### src/rtl/bus_mem_slave.sv
// Memory target for the CPU/MEM request bus: rq/gnt ownership, start-qualified
// single/burst transfers, rdy-qualified beats. BUS_MEM_RANGE_CHK_EN enables err on out-of-range beats.
module bus_mem_slave #(
  parameter int DWIDTH      = 8,
  parameter int AWIDTH      = 8,
  parameter int DEPTH       = 256,
  parameter int WAIT_CYCLES = 1,
  parameter int BURST_LEN   = 4
) (
  input  logic              clk,
  input  logic              rst_n,
  input  logic              rq,
  input  logic              start,
  input  logic [1:0]        mode,
  input  logic [AWIDTH-1:0] addr,
  input  logic [DWIDTH-1:0] wdata,
  output logic              gnt,
  output logic              rdy,
  output logic [DWIDTH-1:0] rdata,
  output logic              err
);

  localparam int IW  = $clog2(DEPTH);
  localparam int WCW = $clog2(WAIT_CYCLES + 2);
  localparam int BCW = $clog2(BURST_LEN + 1);

  typedef enum logic [1:0] {
    IDLE    = 2'd0,
    GRANTED = 2'd1,
    WAIT    = 2'd2,
    BEAT    = 2'd3
  } state_t;

  state_t            state, state_n;
  logic              wr_q, wr_n;
  logic [AWIDTH-1:0] addr_q, addr_n;
  logic [BCW-1:0]    beats_q, beats_n;
  logic [WCW-1:0]    wait_q, wait_n;
  logic [DWIDTH-1:0] rdata_q;
  logic              cur_oor, nxt_oor;

  logic [DWIDTH-1:0] mem [DEPTH];

`ifdef BUS_MEM_RANGE_CHK_EN
  localparam logic [AWIDTH:0] DEPTH_W = (AWIDTH + 1)'(DEPTH);
  assign cur_oor = ({1'b0, addr_q} >= DEPTH_W);
  assign nxt_oor = ({1'b0, addr_n} >= DEPTH_W);
`else
  assign cur_oor = 1'b0;
  assign nxt_oor = 1'b0;
`endif

  always_ff @(posedge clk or negedge rst_n) begin
    if (!rst_n) begin
      state   <= IDLE;
      wr_q    <= 1'b0;
      addr_q  <= '0;
      beats_q <= '0;
      wait_q  <= '0;
    end else begin
      state   <= state_n;
      wr_q    <= wr_n;
      addr_q  <= addr_n;
      beats_q <= beats_n;
      wait_q  <= wait_n;
    end
  end

  always_comb begin
    state_n = state;
    wr_n    = wr_q;
    addr_n  = addr_q;
    beats_n = beats_q;
    wait_n  = wait_q;
    unique case (state)
      IDLE: begin
        if (rq) state_n = GRANTED;
      end
      GRANTED: begin
        if (start) begin
          wr_n    = mode[0];
          addr_n  = addr;
          beats_n = mode[1] ? BCW'(BURST_LEN) : BCW'(1);
          wait_n  = WCW'(WAIT_CYCLES);
          state_n = (WAIT_CYCLES == 0) ? BEAT : WAIT;
        end else if (!rq) begin
          state_n = IDLE;
        end
      end
      WAIT: begin
        wait_n = wait_q - WCW'(1);
        if (wait_q <= WCW'(1)) state_n = BEAT;
      end
      BEAT: begin
        if (beats_q <= BCW'(1)) begin
          state_n = GRANTED;
        end else begin
          beats_n = beats_q - BCW'(1);
          addr_n  = addr_q + AWIDTH'(1);
        end
      end
      default: state_n = IDLE;
    endcase
  end

  // rdata is registered, so it is fetched on the edge that enters each read beat
  always_ff @(posedge clk or negedge rst_n) begin
    if (!rst_n) begin
      rdata_q <= '0;
    end else if (state_n == BEAT && !wr_n) begin
      rdata_q <= nxt_oor ? '0 : mem[addr_n[IW-1:0]];
    end
  end

  // state resets asynchronously, so a write beat cut short by reset never commits
  always_ff @(posedge clk) begin
    if (state == BEAT && wr_q && !cur_oor) mem[addr_q[IW-1:0]] <= wdata;
  end

  assign gnt   = (state != IDLE);
  assign rdy   = (state == BEAT);
  assign err   = (state == BEAT) && cur_oor;
  assign rdata = rdata_q;

endmodule

### config.mk
export PLATFORM = sky130hd
export DESIGN_NAME = bus_mem_slave
export DESIGN_NICKNAME = d
export VERILOG_FILES = /design/src/rtl/bus_mem_slave.sv
export SDC_FILE = /design/constraint.sdc
export NUM_CORES = 2
export LEC_CHECK = 0
export CAP_MARGIN = 5
export CORE_ASPECT_RATIO = 1.2
export CORE_MARGIN = 5
export CORE_UTILIZATION = 45
export DETAILED_ROUTE_END_ITERATION = 10
export DONT_BUFFER_PORTS = 1
export PLACE_DENSITY = 0.62
export SLEW_MARGIN = 20
export SYNTH_ARGS = -nofsm -noshare
export SYNTH_HDL_FRONTEND = slang
export SYNTH_SLANG_ARGS = --single-unit
### constraint.sdc
create_clock -name clk -period 3.9 [get_ports clk]
set_input_delay 0.78 -clock clk [delete_from_list [all_inputs] [get_ports clk]]
set_output_delay 0.78 -clock clk [all_outputs]
set_load 0.005 [all_outputs]
==> metrics <==
Leak=34.7 nW; area of the multi-input gates=~21,000 um^2; Unique masters post-synth=75; DRC=0; worst reg2reg path depth=15; Main synth FF type=edfxtp_1; WL/cell=30.1 um; syn nets=approximately 6,300; flop-to-flop setup slack=-0.14 ns; max_slew headroom=23.8%; worst skew pair latency=0.86 ns; Final Util=a little over half; post-synthesis cell area=between 80,000 and 90,000 um^2; Final WS setup=-0.135 ns; Final min period=4.04 ns; class of the worst hold path=in -> reg; die extent in y=484 um; cell family with most CP delay=compound AO/OA/AOI/OAI gates; CP max-delay cell=nor2_1; Row Count=174; CTS Buf Count=194; Worst EP arrival=between 4 and 5 ns; total congestion overflow=0; CP Cell Sequence=or3_4 -> a31o_4 -> o211a_4 -> buf_12 -> buf_16 -> buf_4 -> buf_12 -> buf_4 -> a21oi_1 -> a22oi_1 -> a21oi_1 -> a21oi_1 -> nor2_1 -> a211o_1 -> a32oi_1; detailed placer's ending HPWL=180,000 um; post-synthesis sequential area ratio=73.8%; post-route setup TNS=-0.282 ns; post-synthesis cell count=6,278; largest family of logic cells by synthesized area=simple AND/OR/NAND/NOR gates; simple-gate share of the synthesized area=13.0%; I/O Buffers=0; Reg clk slew, reported paths=around 0.070 ns; Crit path top cell by count=a21oi_1; Max Fclk=0.248 GHz; Post-Synth Adder-Cell Area=0.104%; yosys warns=0; area share of the largest cell type after synthesis=73.1%; clk buf depth=3; WHS=0.0692 ns; clock sinks=2,072; pin count of the biggest net entering global routing=257; hold path cells=0; register bit total from synthesis=a little over 2,000; # setup viols final=6; Detailed Route WL=around 290,000 um; first-pass GRT wire length=406,000 um; RSZ-0062 raised after global routing=true; Synth Area in XOR/XNOR=0.0104%; vias in the first global route=56,100; EDFF count, synth=2,048; post-synthesis compound-gate area fraction=8.49%; Crit path largest cell delay=0.45 ns; MaxCap Viol Count=0; final hold vios=0; status=complete, but fails checks; ys async rst share=1.16%; register area=a little over 60,000 um^2; die width=around 400 um; failing checks=negative setup slack; Initial Util=between 40% and 50%; core area=approximately 190,000 um^2; PnR Total Power=96.2 mW; clk root buf=clkbuf_16; Place WS=-0.941 ns; worst-path maximum fanout=11; Crit. End Element=flop; placed insts=9,105; fin cells=9,519; full die area=196,000 um^2; I/O Pins=33; multiplexer share of the synthesized area=1.90%; Starting DRT DRC Count=8,075; fin crit share=103%; CP Class=reg -> reg; CP Data Required Time=about 4.6 ns; share of cells above drive strength 1=between 10% and 20%; CTS tree=done; Startpoint Class=flop; power density cells=957 nW/um^2; Layout Skew=0.0367 ns; DRT Pass-1 Iters=7; area leader, netlist=edfxtp_1; Antenna Nets Post-Route=0; Vias=58,700; vias per std cell=6.17; Worst-Margin Slew=1.14 ns; CP Depth=15; initial antenna violation count=12; worst path bufs/invs=5; post-route cell area=about 100,000 um^2; Max IR drop VDD=618 uV; dpl cell area=92,600 um^2; GRT Overall Usage=28.5%; pins over their slew limit=0; GPL Wtd Cong=0.951; post-synthesis area per instance=13.4 um^2; Layout area overhead=19.4%; Fill cells=~15,000; Synth area leaders=edfxtp_1 (73%), nand2_1 (7.0%), nand3_1 (3.3%); H-tree depth=4; nets@finish=roughly 6,900
==> power breakdown <==
| part | total (mW) | internal [mW] | switching [mW] |
|---|---|---|---|
| Sequential | 24.9 | 24.7 | 0.272 |
| Clock | 19.0 | 10.6 | 8.40 |
| Combinational | 52.3 | 19.6 | 32.8 |
==> cells by family (layout without fill, tap and decap cells) <==
logic type,after synthesis,after routing
XOR/XNOR,1,1
AO/OA/AOI/OAI,943,943
adder cells (fa/ha/maj),7,7
other,1,13
flip-flops,2072,2072
multiplexers,158,158
AND/OR/NAND/NOR,2607,2607
buffers and inverters,489,1254
==> sequential cells by signal (all words and copies together), names as in the netlist <==
register / count
addr_q: 8
wait_q: 2
beats_q: 3
mem: 2048
state: 2
wr_q: 1
rdata: 8
==> synthesized netlist by cell type, drive strengths merged (21+ instances only) <==
| master | n |
|---|---|
| edfxtp | 2048 |
| nand2 | 1580 |
| nand3 | 563 |
| buf | 297 |
| nor2 | 297 |
| a21oi | 196 |
| clkbuf | 171 |
| a311oi | 170 |
| mux2i | 146 |
| a31oi | 102 |
| a211oi | 90 |
| o2111a | 88 |
| and3 | 78 |
| a221oi | 52 |
| o21ai | 44 |
| a22oi | 29 |
| a2111oi | 25 |
| dfrtp | 24 |
| nand4 | 24 |
| o22ai | 21 |
==> path summary, 6_finish.rpt <==
check / endpoint / from
setup / recovery: rdata[4] / beats_q[1]
hold / removal: mem[36][7] / wdata[7]
setup reg to reg: rdata[4] / beats_q[1]
hold reg to reg: wait_q[1] / wait_q[1]
max in group asynchronous: beats_q[0] / rst_n
min in group asynchronous: rdata[7] / rst_n
==> routing by layer <==
metal / routed length, um / track usage [%] / vias up
li1: - / - / 24900
met1: 107000 / 37.7 / 29500
met2: 133000 / 44.5 / 3553
met3: 29600 / 6.02 / 728
met4: 17400 / 14.6 / 8
met5: 53 / 0 / -
==> cells in the final DEF (no fill, tap or decap), types with 18 or more instances in the layout <==
cell type	count
nor2_1	287
o22ai_1	20
buf_12	90
o2111a_1	88
a31oi_1	95
clkinv_1	50
a221oi_1	42
nand3_1	554
o21ai_0	34
clkbuf_16	206
a311oi_1	148
a211oi_1	71
nand2_1	1575
buf_6	18
mux2i_1	142
a21oi_1	187
clkinv_2	42
clkbuf_1	33
a311oi_2	19
a22oi_1	28
dfrtp_1	23
edfxtp_1	2048
and3_1	78
buf_4	738
nand4_1	24
==> final cells by class <==
cell class                      instances  share of cell area [%]
Tap cell                             2464                    3.07
Timing Repair Buffer                  871                    8.08
Antenna cell                           12                  0.0299
Multi-Input combinational cell       3717                    20.7
Clock buffer                          239                    5.18
Clock inverter                        123                    1.08
Sequential cell                      2072                    61.8
Inverter                               21                   0.102
==> what timing repair did <==
item                                    in CTS  in global routing
pin swaps                                   16                 31
buffers inserted                             7                 22
endpoints found under the hold margin       32                  0
gates resized for setup                     88                125
gates cloned                                 3                  6
hold buffers                                 4                  0
endpoints found under the setup margin       8                  8
Power figures use the tool's default switching activity.
